--- src/rtl/video_dvi_pkg.sv ---
// Shared definitions for the DVI TMDS encoder slice.
// Holds the four TMDS control symbols, the reset symbol, the
// running-disparity counter width and a byte popcount helper.
package video_dvi_pkg;

    localparam logic [9:0] CTRL_00      = 10'b1101010100;
    localparam logic [9:0] CTRL_01      = 10'b0010101011;
    localparam logic [9:0] CTRL_10      = 10'b0101010100;
    localparam logic [9:0] CTRL_11      = 10'b1010101011;
    localparam logic [9:0] RESET_SYMBOL = CTRL_00;

    localparam int CNT_W = 5;

    // Number of set bits in a byte (0..8).
    function automatic logic [3:0] popcount8(input logic [7:0] v);
        logic [3:0] n;
        n = 4'd0;
        for (int i = 0; i < 8; i++) begin
            n = n + {3'd0, v[i]};
        end
        return n;
    endfunction

endpackage

--- src/rtl/video_dvi_if.sv ---
// Pixel-stream and TMDS-symbol bundle between the VGA timing stage,
// the DVI encoder and the serializer.
//   vid_r/g/b   : 4-bit colour, valid while vid_active=1
//   vid_hsync/vsync : sync pin levels
//   vid_active  : 1 = pixel data, 0 = blanking
//   tmds_ch0..2 : 10-bit symbols (blue, green, red), bit 0 sent first
// master drives pixels and receives symbols; slave is the encoder.
interface video_dvi_if;
    import video_dvi_pkg::*;

    logic [3:0] vid_r;
    logic [3:0] vid_g;
    logic [3:0] vid_b;
    logic       vid_hsync;
    logic       vid_vsync;
    logic       vid_active;
    logic [9:0] tmds_ch0;
    logic [9:0] tmds_ch1;
    logic [9:0] tmds_ch2;

    modport master (
        output vid_r, vid_g, vid_b, vid_hsync, vid_vsync, vid_active,
        input  tmds_ch0, tmds_ch1, tmds_ch2
    );

    modport slave (
        input  vid_r, vid_g, vid_b, vid_hsync, vid_vsync, vid_active,
        output tmds_ch0, tmds_ch1, tmds_ch2
    );

endinterface

--- src/rtl/tmds_channel_encoder.sv ---
// One DVI TMDS channel: 8b/9b transition minimisation (stage 1) and
// DC balancing with running disparity / control symbols (stage 2).
// Two register stages, one symbol per clock.
//   clk, rst : pixel clock, asynchronous active-high reset
//   d        : 8-bit data byte
//   de       : 1 = encode data, 0 = emit control symbol {c1,c0}
//   c0, c1   : control bits used while de=0
//   q_out    : registered 10-bit TMDS symbol
module tmds_channel_encoder
    import video_dvi_pkg::*;
(
    input  logic       clk,
    input  logic       rst,
    input  logic [7:0] d,
    input  logic       de,
    input  logic       c0,
    input  logic       c1,
    output logic [9:0] q_out
);

    // q[i] = d[0]^...^d[i]; the XNOR chain is this with every odd bit
    // inverted, which avoids a serial feedback loop in the logic.
    function automatic logic [7:0] prefix_xor8(input logic [7:0] v);
        logic [7:0] p;
        p[0] = v[0];
        for (int i = 1; i < 8; i++) begin
            p[i] = p[i - 1] ^ v[i];
        end
        return p;
    endfunction

    logic [3:0]             n1_s;
    logic                   use_xnor_s;
    logic [8:0]             q_m_s;
    logic [8:0]             q_m_r;
    logic                   de_r;
    logic                   c0_r;
    logic                   c1_r;

    logic [3:0]             n1q_s;
    logic [3:0]             n0q_s;
    logic signed [5:0]      diff_s;
    logic signed [5:0]      cnt_ext_s;
    logic signed [5:0]      two_q8_s;
    logic signed [5:0]      two_nq8_s;
    logic signed [5:0]      cnt_next6_s;
    logic [9:0]             sym_s;
    logic signed [CNT_W-1:0] cnt_r;
    logic [9:0]             q_out_r;
    logic                   unused_cnt_msb_s;

    // Stage 1: choose XOR or XNOR chain to minimise transitions.
    always_comb begin
        n1_s       = popcount8(d);
        use_xnor_s = (n1_s > 4'd4) || ((n1_s == 4'd4) && (d[0] == 1'b0));
        if (use_xnor_s) begin
            q_m_s = {1'b0, prefix_xor8(d) ^ 8'b10101010};
        end else begin
            q_m_s = {1'b1, prefix_xor8(d)};
        end
    end

    // Stage 1 pipeline register.
    always_ff @(posedge clk or posedge rst) begin
        if (rst) begin
            q_m_r <= 9'd0;
            de_r  <= 1'b0;
            c0_r  <= 1'b0;
            c1_r  <= 1'b0;
        end else begin
            q_m_r <= q_m_s;
            de_r  <= de;
            c0_r  <= c0;
            c1_r  <= c1;
        end
    end

    assign n1q_s     = popcount8(q_m_r[7:0]);
    assign n0q_s     = 4'd8 - n1q_s;
    assign diff_s    = $signed({2'b00, n1q_s}) - $signed({2'b00, n0q_s});
    assign cnt_ext_s = {cnt_r[CNT_W-1], cnt_r};
    assign two_q8_s  = {4'b0000, q_m_r[8], 1'b0};
    assign two_nq8_s = {4'b0000, ~q_m_r[8], 1'b0};

    // Stage 2: DC balance against the running disparity, or control symbol.
    // All sums are formed 6 bits wide; the disparity never leaves +/-10,
    // so dropping the top bit afterwards cannot wrap.
    always_comb begin
        sym_s       = RESET_SYMBOL;
        cnt_next6_s = 6'sd0;
        if (!de_r) begin
            case ({c1_r, c0_r})
                2'b00:   sym_s = CTRL_00;
                2'b01:   sym_s = CTRL_01;
                2'b10:   sym_s = CTRL_10;
                2'b11:   sym_s = CTRL_11;
                default: sym_s = CTRL_00;
            endcase
            cnt_next6_s = 6'sd0;
        end else if ((cnt_r == 5'sd0) || (n1q_s == n0q_s)) begin
            sym_s = {~q_m_r[8], q_m_r[8], q_m_r[8] ? q_m_r[7:0] : ~q_m_r[7:0]};
            if (q_m_r[8]) begin
                cnt_next6_s = cnt_ext_s + diff_s;
            end else begin
                cnt_next6_s = cnt_ext_s - diff_s;
            end
        end else if (((cnt_r > 5'sd0) && (n1q_s > n0q_s)) ||
                     ((cnt_r < 5'sd0) && (n0q_s > n1q_s))) begin
            sym_s       = {1'b1, q_m_r[8], ~q_m_r[7:0]};
            cnt_next6_s = cnt_ext_s + two_q8_s - diff_s;
        end else begin
            sym_s       = {1'b0, q_m_r[8], q_m_r[7:0]};
            cnt_next6_s = cnt_ext_s - two_nq8_s + diff_s;
        end
    end

    // Top bit of the 6-bit sum is redundant once the range is known.
    assign unused_cnt_msb_s = cnt_next6_s[5];

    // Stage 2 register: output symbol and running disparity.
    always_ff @(posedge clk or posedge rst) begin
        if (rst) begin
            q_out_r <= RESET_SYMBOL;
            cnt_r   <= 5'sd0;
        end else begin
            q_out_r <= sym_s;
            cnt_r   <= cnt_next6_s[CNT_W-1:0];
        end
    end

    assign q_out = q_out_r;

endmodule

--- src/rtl/video_dvi_encoder.sv ---
// DVI encoder for the 640x480@60 pixel stream. Expands 4-bit colour to
// 8 bits by replication, maps sync pins onto the blue channel control
// bits and TMDS-encodes blue/green/red on channels 0/1/2.
//   clk, rst : pixel clock, asynchronous active-high reset
//   bus      : slave side of video_dvi_if (pixels in, symbols out)
// SYNC_INVERT=1 inverts hsync/vsync before they become c0/c1.
module video_dvi_encoder
    import video_dvi_pkg::*;
#(
    parameter bit SYNC_INVERT = 1'b0
)(
    input  logic        clk,
    input  logic        rst,
    video_dvi_if.slave  bus
);

    logic       hs_ctrl_s;
    logic       vs_ctrl_s;
    logic [9:0] ch0_s;
    logic [9:0] ch1_s;
    logic [9:0] ch2_s;

    assign hs_ctrl_s = bus.vid_hsync ^ SYNC_INVERT;
    assign vs_ctrl_s = bus.vid_vsync ^ SYNC_INVERT;

    tmds_channel_encoder u_ch0 (
        .clk   (clk),
        .rst   (rst),
        .d     ({bus.vid_b, bus.vid_b}),
        .de    (bus.vid_active),
        .c0    (hs_ctrl_s),
        .c1    (vs_ctrl_s),
        .q_out (ch0_s)
    );

    tmds_channel_encoder u_ch1 (
        .clk   (clk),
        .rst   (rst),
        .d     ({bus.vid_g, bus.vid_g}),
        .de    (bus.vid_active),
        .c0    (1'b0),
        .c1    (1'b0),
        .q_out (ch1_s)
    );

    tmds_channel_encoder u_ch2 (
        .clk   (clk),
        .rst   (rst),
        .d     ({bus.vid_r, bus.vid_r}),
        .de    (bus.vid_active),
        .c0    (1'b0),
        .c1    (1'b0),
        .q_out (ch2_s)
    );

    assign bus.tmds_ch0 = ch0_s;
    assign bus.tmds_ch1 = ch1_s;
    assign bus.tmds_ch2 = ch2_s;

endmodule

--- src/flat_wrapper.sv ---
// flat-port wrapper written by rule: the top's interface ports become plain ports
module video_dvi_encoder_flat import video_dvi_pkg::*;
#(
    parameter bit SYNC_INVERT = 1'b0
)
  (clk, rst, bus_vid_r, bus_vid_g, bus_vid_b, bus_vid_hsync, bus_vid_vsync, bus_vid_active, bus_tmds_ch0, bus_tmds_ch1, bus_tmds_ch2);
  video_dvi_if bus_i ();
  input  logic clk;
  input  logic rst;
  input wire logic [$bits(bus_i.vid_r)-1:0] bus_vid_r;
  input wire logic [$bits(bus_i.vid_g)-1:0] bus_vid_g;
  input wire logic [$bits(bus_i.vid_b)-1:0] bus_vid_b;
  input wire logic [$bits(bus_i.vid_hsync)-1:0] bus_vid_hsync;
  input wire logic [$bits(bus_i.vid_vsync)-1:0] bus_vid_vsync;
  input wire logic [$bits(bus_i.vid_active)-1:0] bus_vid_active;
  output wire logic [$bits(bus_i.tmds_ch0)-1:0] bus_tmds_ch0;
  output wire logic [$bits(bus_i.tmds_ch1)-1:0] bus_tmds_ch1;
  output wire logic [$bits(bus_i.tmds_ch2)-1:0] bus_tmds_ch2;
  assign bus_i.vid_r = bus_vid_r;
  assign bus_i.vid_g = bus_vid_g;
  assign bus_i.vid_b = bus_vid_b;
  assign bus_i.vid_hsync = bus_vid_hsync;
  assign bus_i.vid_vsync = bus_vid_vsync;
  assign bus_i.vid_active = bus_vid_active;
  assign bus_tmds_ch0 = bus_i.tmds_ch0;
  assign bus_tmds_ch1 = bus_i.tmds_ch1;
  assign bus_tmds_ch2 = bus_i.tmds_ch2;
  video_dvi_encoder #(.SYNC_INVERT(SYNC_INVERT)) u_core (.clk(clk), .rst(rst), .bus(bus_i));
endmodule
--- config.mk ---
export PLATFORM = sky130hd
export DESIGN_NAME = video_dvi_encoder_flat
export DESIGN_NICKNAME = d
export VERILOG_FILES = /design/src/rtl/video_dvi_pkg.sv /design/src/rtl/video_dvi_if.sv /design/src/rtl/tmds_channel_encoder.sv /design/src/rtl/video_dvi_encoder.sv /design/src/flat_wrapper.sv
export SDC_FILE = /design/constraint.sdc
export NUM_CORES = 1
export LEC_CHECK = 0
export BUFFER_PORTS_ARGS = -buffer_cell sky130_fd_sc_hd__buf_2
export CAP_MARGIN = 5
export CORE_MARGIN = 2
export CORE_UTILIZATION = 60
export DETAILED_ROUTE_END_ITERATION = 6
export PLACE_DENSITY_LB_ADDON = 0.1
export SLEW_MARGIN = 10
export SYNTH_ARGS = -nofsm -noshare
export SYNTH_HDL_FRONTEND = slang
export SYNTH_HIERARCHICAL = 1
export SYNTH_SLANG_ARGS = --single-unit
--- constraint.sdc ---
create_clock -name clk -period 7.6 [get_ports clk]
set_input_delay 1.14 -clock clk [delete_from_list [all_inputs] [get_ports clk]]
set_output_delay 1.14 -clock clk [all_outputs]
set_load 0.01 [all_outputs]
==> flow_metrics.env, run 1 <==
export IMPL_r2r_end="u_core/u_ch2/cnt_r[4]"
export IMPL_die_height_um=109
export IMPL_cts_post_setup_buffers_inserted=0
export IMPL_finalNetCount=832
export IMPL_worstHoldStart="u_core/u_ch1/de_r"
export IMPL_worst_r2r_startpoint="u_core/u_ch2/q_m_r[0]"
export IMPL_cp_required_ns=7.83
export IMPL_clock_path_buffers=2
export IMPL_grt_antenna_before_repair=0
export IMPL_result_of_the_run="finished clean"
export IMPL_synth_edf_count=0
export IMPL_worst_hold_path_type="reg2reg"
export IMPL_final_worst_path_setup_slack_ns=1.51
export IMPL_synth_distinct_cells=68
export IMPL_critPathLaunch="u_core/u_ch2/q_m_r[0]"
export IMPL_placement_rows=38
export IMPL_tritoncts_num_sinks=81
export IMPL_dr_total_vias=4519
export IMPL_max_cap_violations=0
export IMPL_worstSetupStartpointType="register"
export IMPL_globalplace_congestion=0.897
export IMPL_largest_net_degree_at_the_start_of_global_routing=28
export IMPL_floorplan_die_area_mm2=0.0119
export IMPL_final_period_minus_worst_setup_slack_ns=6.09
export IMPL_worstMarginPinSlew_ns=1.02
export IMPL_critical_path_slowest_stage_cell="fa_1"
export IMPL_cts_clk_slew_worst_paths_ns=0.09
export IMPL_fill_cells=855
export IMPL_timing_critical_path_slowest_cell_delay_ns=0.67
export IMPL_synthMostInstantiatedCell="inv_1"
export IMPL_synthesis_warnings=6
export IMPL_start_util_pct=61.2
export IMPL_synth_ff_latch_count=81
export IMPL_final_cell_area_mm2=0.00726
export IMPL_track_usage_pct=23.7
export IMPL_postPlaceCellArea_mm2=0.00702
export IMPL_hpwl_mm=9.95
export IMPL_area_taken_by_multi_input_logic_gates_mm2=0.00408
export IMPL_synth_async_reset_ratio_pct=100
export IMPL_synthFlopType="dfrtp_1"
export IMPL_dp_worst_setup_slack_ns=1.52
export IMPL_vias_per_cell=5.32
export IMPL_drc=0
export IMPL_finalClockSkew_ns=0.0106
export IMPL_tritoncts_clock_tree="yes"
export IMPL_totalWireLength_mm=12.7
export IMPL_ctsResizeCount=0
export IMPL_synth_sequential_area_ratio_pct=30.8
export IMPL_synth_area_leader_cell="dfrtp_1"
export IMPL_criticalPathCategory="reg2reg"
export IMPL_cts_buffers=9
export IMPL_placed_cells=833
export IMPL_first_pass_iters=4
export IMPL_routed_wire_length_per_instance_um=14.9
export IMPL_number_of_global_route_vias_before_repair=4825
export IMPL_ctsHtreeMaxLevel=3
export IMPL_synthCells=648
export IMPL_grt_setup_unrepaired="false"
export IMPL_grt_pass1_wl_mm=22.2
export IMPL_final_cell_count_no_fill=849
export IMPL_hold_viol=0
export IMPL_port_buffer_count=46
export IMPL_reg2regPathDepth=22
export IMPL_io_pins=47
export IMPL_die_w_um=109
export IMPL_slew_viol_final=0
export IMPL_cp_max_fo=8
export IMPL_min_period_over_period_pct=80.1
export IMPL_path_common_cell="fa_1"
export IMPL_finalSetupViolCount=0
export IMPL_postSynthAreaPerCell_um2=10.2
export IMPL_setup_tns_ns=0
export IMPL_cts_root_buf="clkbuf_8"
export IMPL_area_delta_synth_final_pct=9.44
export IMPL_insertion_delay_ns=0.35
export IMPL_core_area_mm2=0.0108
export IMPL_slack_of_the_worst_reg_to_reg_path_ns=1.51
export IMPL_achievable_frequency_ghz=0.164
export IMPL_critical_path_endpoint_type="register"
export IMPL_layout_drive_gt1_share_pct=16.4
export IMPL_post_synth_main_area_contributors="dfrtp_1 (25%), ha_1 (14%), fa_1 (12%)"
export IMPL_first_iter_violations=189
export IMPL_post_cts_hold_buffer_count=0
export IMPL_synth_commonest_cells="inv_1 (126), ha_1 (72), dfrtp_1 (66)"
export IMPL_cp_data_arrival_time_ns=6.32
export IMPL_timing_slew_headroom_pct=31.9
export IMPL_crit_end="u_core/u_ch2/cnt_r[4]"
export IMPL_final_seq_area_mm2=0.00205
export IMPL_synthesis_area_mm2=0.00664
export IMPL_crit_path_cell_chain="inv_1 > fa_1 > fa_1 > fa_1 > inv_1 > ha_1 > inv_1 > fa_1 > nor2b_2 > inv_2 > ha_1 > nor2b_1 > o21a_1 > nor2_1 > xnor2_1 > ha_1 > o21ai_0 > a211o_1 > a22o_1 > a2111oi_4 > o21ai_1 > nor3b_2"
export IMPL_antenna_violating_nets_post_route=0
export IMPL_synth_top_cell_area_share_pct=24.9
export IMPL_insertedDiodeCount=0
export IMPL_grt_remaining_overflow=0
==> flip-flops by register name, summed over array words and instances (netlist names) <==
signal and cells:
u_core/u_ch0/c0_r 1, u_core/u_ch0/c1_r 1, u_core/u_ch0/cnt_r 5, u_core/u_ch0/de_r 1, u_core/u_ch0/q_m_r 9, u_core/u_ch0/q_out 10, u_core/u_ch1/c0_r 1, u_core/u_ch1/c1_r 1
u_core/u_ch1/cnt_r 5, u_core/u_ch1/de_r 1, u_core/u_ch1/q_m_r 9, u_core/u_ch1/q_out 10, u_core/u_ch2/c0_r 1, u_core/u_ch2/c1_r 1, u_core/u_ch2/cnt_r 5, u_core/u_ch2/de_r 1
u_core/u_ch2/q_m_r 9, u_core/u_ch2/q_out 10
==> through the flow <==
stage | util (%) | hold WS (ns)
2_1_floorplan | - | 0.448
3_3_place_gp | 64.8 | 0.481
3_5_place_dp | 64.8 | 0.480
4_1_cts | 67.0 | 0.504
5_1_grt | 67.0 | 0.537
6_report | 67.0 | 0.498
==> area by class of cell <==
class                      instances  share of cell area [%]
inverter                         129                    6.67
clock buffer                      11                    1.95
multi-input combinational        437                    56.2
timing repair buffer              46                    3.17
tap                              140                    2.41
clock inverter                     5                    1.43
sequential                        81                    28.2
==> routing by layer <==
metal	vias up	share of wire (%)	global-route usage, %
met2	79	49	40.3
met4	0	0.75	5.97
li1	2206	-	-
met1	2225	46	31.5
met3	9	3.4	4.48
met5	-	0	0
==> kinds of logic (layout without fill, tap and decap cells) <==
kind of cell / count (synthesis) / in the layout / share of synthesized area, %
compound gates: 126 / 126 / 13.6
xor+xnor: 84 / 84 / 11.4
fa+ha+maj: 111 / 111 / 25.3
buf+inv: 133 / 191 / 7.82
flops: 81 / 81 / 30.8
mux: 15 / 15 / 2.28
other cells: 1 / 4 / 0.0565
simple gates: 97 / 97 / 8.67
==> worst max-delay path: cells and delay by family (launching register included) <==
kind | cells | cell delay (ns)
buffers and inverters | 4 | 0.24
AO/OA/AOI/OAI | 6 | 1.36
AND/OR/NAND/NOR | 4 | 0.91
adder cells (fa/ha/maj) | 7 | 2.94
XOR/XNOR | 1 | 0.14
flip-flops | 1 | 0.36
==> layout by cell type (no fill, tap or decap), types with 4 or more instances in the layout <==
master	count
dfrtp_1	66
o21ai_0	15
conb_1	4
xor2_1	23
mux2i_1	14
a31oi_1	4
xnor2_1	58
o211ai_1	5
buf_2	46
ha_1	72
nor3_1	5
inv_1	126
a21oi_1	26
dfstp_2	15
nor2b_1	8
or2_2	4
nor2_1	27
o21ai_1	26
nand2_1	11
a21o_1	17
clkbuf_8	10
fa_1	39
and2_1	5
==> worst min path at each step <==
stage	end	slack, ns	depth (start not counted)
floorplan	u_core/u_ch1/cnt_r[0]	0.45	1
global placement	u_core/u_ch1/q_out[8]	0.48	1
detailed placement	u_core/u_ch2/cnt_r[0]	0.48	1
CTS	u_core/u_ch2/cnt_r[0]	0.50	1
global route	u_core/u_ch1/cnt_r[0]	0.54	1
finish	u_core/u_ch1/q_out[8]	0.50	1
Power of run 1 is left out: the tool's default activity adds up to more than one toggle a clock period on the data nets, which glitch-free logic cannot reach.
==> run 2, diff against run 1 <==
--- a/config.mk
+++ b/config.mk
@@ -8,7 +8,7 @@
 export BUFFER_PORTS_ARGS = -buffer_cell sky130_fd_sc_hd__buf_2
 export CAP_MARGIN = 5
 export CORE_MARGIN = 2
-export CORE_UTILIZATION = 60
+export CORE_UTILIZATION = 56
 export DETAILED_ROUTE_END_ITERATION = 6
 export PLACE_DENSITY_LB_ADDON = 0.1
 export SLEW_MARGIN = 10
==> constraint.sdc (replaced) <==
create_clock -name clk -period 4.9 [get_ports clk]
set_input_delay 0.735 -clock clk [delete_from_list [all_inputs] [get_ports clk]]
set_output_delay 0.735 -clock clk [all_outputs]
set_load 0.01 [all_outputs]
==> flow_metrics.env, run 2 (synthesized netlist as in run 1, its figures left out) <==
export IMPL_placement_rows=39
export IMPL_r2r_end="u_core/u_ch2/cnt_r[4]"
export IMPL_tritoncts_num_sinks=81
export IMPL_layout_cells_most_common_list="inv_1 (118), buf_4 (68), ha_1 (66), dfrtp_1 (66), xnor2_1 (52)"
export IMPL_final_cell_area_mm2=0.00810
export IMPL_insertedDiodeCount=0
export IMPL_cp_required_ns=5.10
export IMPL_result_of_the_run="finished with violations"
export IMPL_critPathLaunch="u_core/u_ch2/q_m_r[0]"
export IMPL_first_iter_violations=166
export IMPL_achievable_frequency_ghz=0.191
export IMPL_largest_net_degree_at_the_start_of_global_routing=28
export IMPL_clock_path_buffers=2
export IMPL_layout_drive_gt1_share_pct=29.1
export IMPL_postPlaceCellArea_mm2=0.00750
export IMPL_grt_pass1_wl_mm=22.7
export IMPL_tritoncts_clock_tree="yes"
export IMPL_vias_per_cell=5.15
export IMPL_io_pins=47
export IMPL_globalplace_congestion=0.792
export IMPL_cts_buffers=9
export IMPL_number_of_cells_on_the_critical_path=22
export IMPL_critical_path_buf_inv_count=4
export IMPL_ctsHtreeMaxLevel=3
export IMPL_criticalPathCategory="reg2reg"
export IMPL_final_period_minus_worst_setup_slack_ns=5.24
export IMPL_totalWireLength_mm=13.3
export IMPL_worst_r2r_startpoint="u_core/u_ch2/q_m_r[0]"
export IMPL_drc=5
export IMPL_crit_end="u_core/u_ch2/cnt_r[4]"
export IMPL_insertion_delay_ns=0.34
export IMPL_final_cell_count_no_fill=923
export IMPL_timing_critical_path_slowest_cell_delay_ns=0.55
export IMPL_first_pass_iters=6
export IMPL_die_w_um=113
export IMPL_routed_wire_length_per_instance_um=14.4
export IMPL_hpwl_mm=10.4
export IMPL_final_worst_path_setup_slack_ns=-0.340
export IMPL_worst_hold_path_type="reg2reg"
export IMPL_cts_clk_slew_worst_paths_ns=0.06
export IMPL_max_cap_violations=0
export IMPL_core_area_mm2=0.0115
export IMPL_reg2regPathDepth=22
export IMPL_cp_max_fo=3
export IMPL_antenna_violating_nets_post_route=0
export IMPL_start_util_pct=57.6
export IMPL_crit_path_cell_chain="inv_2 > fa_1 > fa_1 > fa_1 > inv_1 > ha_2 > inv_2 > fa_2 > nor2b_4 > inv_2 > ha_4 > nor2b_4 > o21a_1 > nor2_4 > xnor2_2 > ha_1 > o21ai_2 > a211o_1 > a22o_1 > a2111oi_4 > o21ai_1 > nor3b_2"
export IMPL_area_delta_synth_final_pct=22.0
export IMPL_floorplan_die_area_mm2=0.0127
export IMPL_grt_antenna_before_repair=0
export IMPL_finalNetCount=904
export IMPL_min_period_over_period_pct=107
export IMPL_timing_slew_headroom_pct=31.6
export IMPL_placed_cells=890
export IMPL_critical_path_slowest_stage_cell="fa_1"
export IMPL_slack_of_the_worst_reg_to_reg_path_ns=-0.34
export IMPL_slew_viol_final=0
export IMPL_grt_setup_unrepaired="true"
export IMPL_port_buffer_count=46
export IMPL_cp_data_arrival_time_ns=5.44
export IMPL_critical_path_endpoint_type="register"
export IMPL_worst_path_dominant_cell_family="adder cells"
export IMPL_number_of_global_route_vias_before_repair=5031
export IMPL_hold_viol=0
export IMPL_failed_checks="DRC, setup timing"
export IMPL_finalClockSkew_ns=0.00936
export IMPL_die_height_um=113
export IMPL_mostFrequentLayoutCell="inv_1"
export IMPL_track_usage_pct=22.1
export IMPL_setup_tns_ns=-0.750
export IMPL_worstSetupStartpointType="register"
export IMPL_cts_root_buf="clkbuf_16"
export IMPL_worstMarginPinSlew_ns=1.02
export IMPL_dr_total_vias=4749
export IMPL_finalSetupViolCount=3
export IMPL_grt_remaining_overflow=0
==> run 2: cell types whose count changed in the layout (fill, tap and decap cells not counted), moves of 5 or more <==
| cell | before | now |
|---|---|---|
| buf_4 | 0 | 68 |
| clkbuf_16 | 0 | 9 |
| clkbuf_8 | 10 | 1 |
| ha_1 | 72 | 66 |
| inv_1 | 126 | 118 |
| inv_2 | 3 | 11 |
| nor2b_4 | 0 | 5 |
| xnor2_1 | 58 | 52 |
| xnor2_2 | 1 | 7 |
==> run 2: area by class of cell <==
cell class              instances  area [µm²]
clock buffers                  11         243
clock inverters                 4        52.6
fillers                       859        3420
inverters                     129         484
multi-input cells             437        4300
flip-flops and latches         81        2050
well taps                     143         179
repair buffers                118         795
==> run 2: repair_timing <==
action	CTS	global route
hold buffers	0	0
gates resized for setup	7	36
buffers inserted	1	19
pin swaps	1	21
setup endpoints to repair	3	27
==> run 2: worst reg2reg max path: stages, from the launching register on <==
cell       delay (ns)
dfrtp_1          0.36
inv_2            0.04
fa_1             0.55
fa_1             0.42
fa_1             0.45
inv_1            0.07
ha_2             0.18
inv_2            0.04
fa_2             0.52
nor2b_4          0.15
inv_2            0.06
ha_4             0.27
nor2b_4          0.13
o21a_1           0.18
nor2_4           0.06
xnor2_2          0.14
ha_1             0.32
o21ai_2          0.08
a211o_1          0.29
a22o_1           0.21
a2111oi_4        0.32
o21ai_1          0.10
nor3b_2          0.16
==> run 2: worst min-delay path by stage <==
stage	start	to	slack, ns	cells past startpoint
after global routing	bus_vid_vsync	u_core/u_ch0/c1_r	0.49	1
final	u_core/u_ch1/cnt_r[0]	u_core/u_ch1/cnt_r[0]	0.48	1
after global placement	u_core/u_ch1/cnt_r[0]	u_core/u_ch1/cnt_r[0]	0.47	1
after floorplan	u_core/u_ch1/cnt_r[0]	u_core/u_ch1/cnt_r[0]	0.45	1
after CTS	u_core/u_ch2/de_r	u_core/u_ch2/q_out[8]	0.48	1
after detailed placement	u_core/u_ch1/cnt_r[0]	u_core/u_ch1/cnt_r[0]	0.47	1
==> run 2: per-stage QoR <==
stage	hold slack [ns]	setup WS [ns]	util, %
CTS	0.484	-0.365	67.9
finish	0.483	-0.340	70.3
global placement	0.469	-0.216	65.1
detailed placement	0.472	-0.406	65.1
floorplan	0.448	-0.374	-
global route	0.486	-0.578	70.3
==> run 2: per-layer routing <==
layer / part of all wire, % / vias up / routed length (µm) / GRT usage (%)
met5: 0 / - / 0 / 0
li1: - / 2359 / - / -
met2: 49 / 77 / 6560 / 37.9
met1: 47 / 2301 / 6220 / 29.3
met3: 3.1 / 12 / 417 / 4.34
met4: 0.90 / 0 / 120 / 4.96
Power of run 2 is left out for the same reason.
==> run 3, diff against run 2 <==
--- a/config.mk
+++ b/config.mk
@@ -5,12 +5,15 @@
 export SDC_FILE = /design/constraint.sdc
 export NUM_CORES = 1
 export LEC_CHECK = 0
+export ABC_CLOCK_PERIOD_IN_PS = 4900
 export BUFFER_PORTS_ARGS = -buffer_cell sky130_fd_sc_hd__buf_2
 export CAP_MARGIN = 5
 export CORE_MARGIN = 2
 export CORE_UTILIZATION = 56
 export DETAILED_ROUTE_END_ITERATION = 6
+export GPL_TIMING_DRIVEN = 0
 export PLACE_DENSITY_LB_ADDON = 0.1
+export SKIP_CTS_REPAIR_TIMING = 1
 export SLEW_MARGIN = 10
 export SYNTH_ARGS = -nofsm -noshare
 export SYNTH_HDL_FRONTEND = slang
==> flow_metrics.env, run 3 (synthesized netlist as in run 1, its figures left out) <==
export IMPL_dp_worst_setup_slack_ns=-0.843
export IMPL_slew_viol_final=0
export IMPL_largest_net_degree_at_the_start_of_global_routing=28
export IMPL_result_of_the_run="finished with violations"
export IMPL_finalNetCount=872
export IMPL_first_iter_violations=145
export IMPL_core_area_mm2=0.0115
export IMPL_layout_cells_most_common_list="inv_1 (120), dfrtp_1 (66), ha_1 (65)"
export IMPL_finalSetupViolCount=3
export IMPL_max_cap_violations=0
export IMPL_first_pass_iters=6
export IMPL_track_usage_pct=21.3
export IMPL_min_period_over_period_pct=111
export IMPL_die_w_um=113
export IMPL_setup_tns_ns=-1.42
export IMPL_worst_path_dominant_cell_family="adder cells"
export IMPL_critical_path_slowest_stage_cell="fa_2"
export IMPL_tritoncts_num_sinks=81
export IMPL_drc=5
export IMPL_worstMarginPinSlew_ns=1.01
export IMPL_timing_slew_headroom_pct=32.5
export IMPL_io_pins=47
export IMPL_cts_clk_slew_worst_paths_ns=0.06
export IMPL_finalClockSkew_ns=0.00949
export IMPL_grt_setup_unrepaired="true"
export IMPL_cp_max_fo=7
export IMPL_totalWireLength_mm=13.3
export IMPL_grt_antenna_before_repair=0
export IMPL_fill_cells=861
export IMPL_timing_critical_path_slowest_cell_delay_ns=0.57
export IMPL_tritoncts_clock_tree="yes"
export IMPL_final_period_minus_worst_setup_slack_ns=5.42
export IMPL_clock_path_buffers=2
export IMPL_hold_viol=0
export IMPL_port_buffer_count=46
export IMPL_worstSetupStartpointType="register"
export IMPL_number_of_global_route_vias_before_repair=4880
export IMPL_antenna_violating_nets_post_route=0
export IMPL_cp_required_ns=5.11
export IMPL_achievable_frequency_ghz=0.184
export IMPL_grt_remaining_overflow=0
export IMPL_dr_total_vias=4703
export IMPL_ctsHtreeMaxLevel=3
export IMPL_final_cell_count_no_fill=892
export IMPL_area_delta_synth_final_pct=20.2
export IMPL_worst_hold_path_type="reg2reg"
export IMPL_placement_rows=39
export IMPL_insertion_delay_ns=0.34
export IMPL_die_height_um=113
export IMPL_vias_per_cell=5.27
export IMPL_cts_buffers=9
export IMPL_mostFrequentLayoutCell="inv_1"
export IMPL_failed_checks="DRC, setup timing"
export IMPL_critical_path_endpoint_type="register"
export IMPL_critical_path_buf_inv_count=4
export IMPL_cp_data_arrival_time_ns=5.63
export IMPL_start_util_pct=57.6
export IMPL_placed_cells=840
export IMPL_floorplan_die_area_mm2=0.0127
export IMPL_criticalPathCategory="reg2reg"
export IMPL_final_seq_area_mm2=0.00205
export IMPL_insertedDiodeCount=0
export IMPL_routed_wire_length_per_instance_um=14.9
export IMPL_cts_root_buf="clkbuf_16"
export IMPL_area_taken_by_multi_input_logic_gates_mm2=0.00438
export IMPL_layout_drive_gt1_share_pct=25.9
export IMPL_final_worst_path_setup_slack_ns=-0.523
export IMPL_globalplace_congestion=0.848
export IMPL_hpwl_mm=9.83
export IMPL_crit_path_cell_chain="inv_2 > fa_1 > fa_1 > fa_1 > inv_1 > ha_2 > inv_2 > fa_2 > nor2b_4 > inv_2 > ha_4 > nor2b_4 > o21a_1 > nor2_4 > xnor2_2 > ha_1 > o21ai_2 > a211o_1 > a22o_1 > a2111oi_4 > o21ai_1 > nor3b_2"
export IMPL_grt_pass1_wl_mm=22.1
[run 3: cell type report]
type                    instances  area share (%)
clock inverters                 4           0.957
multi-input cells             437            54.9
clock buffers                  12            3.09
inverters                     129            6.10
plain buffers                   4           0.439
repair buffers                 82            6.62
well taps                     143            2.24
flip-flops and latches         81            25.6
[run 3: final timing paths]
kind | startpoint | endpoint | slack, ns | cells past startpoint
worst max-delay path | u_core/u_ch1/q_m_r[0] | u_core/u_ch1/cnt_r[4] | -0.52 | 22
worst min-delay path | u_core/u_ch0/cnt_r[0] | u_core/u_ch0/cnt_r[0] | 0.50 | 1
worst max register to register | u_core/u_ch1/q_m_r[0] | u_core/u_ch1/cnt_r[4] | -0.52 | 22
worst min register to register | u_core/u_ch0/cnt_r[0] | u_core/u_ch0/cnt_r[0] | 0.50 | 1
max in group asynchronous | rst | u_core/u_ch0/q_m_r[4] | 3.62 | 2
min in group asynchronous | rst | u_core/u_ch2/c1_r | 0.64 | 2
[run 3: metrics by stage]
step                util, %  hold slack, ns  cell area, µm²
floorplan                 -           0.448            6720
global placement       61.9           0.475            7130
detailed placement     61.9           0.475            7130
CTS                    64.7           0.496            7450
global route           69.3           0.489            7980
finish                 69.3           0.496            7980
[run 3: metal layers]
metal	vias to the layer above	routed length (µm)	GRT usage [%]
met5	-	0	0
met1	2322	5920	27.2
met4	0	147	5.61
li1	2293	-	-
met2	76	6740	36.9
met3	12	503	4.82
Power of run 3 is left out for the same reason.
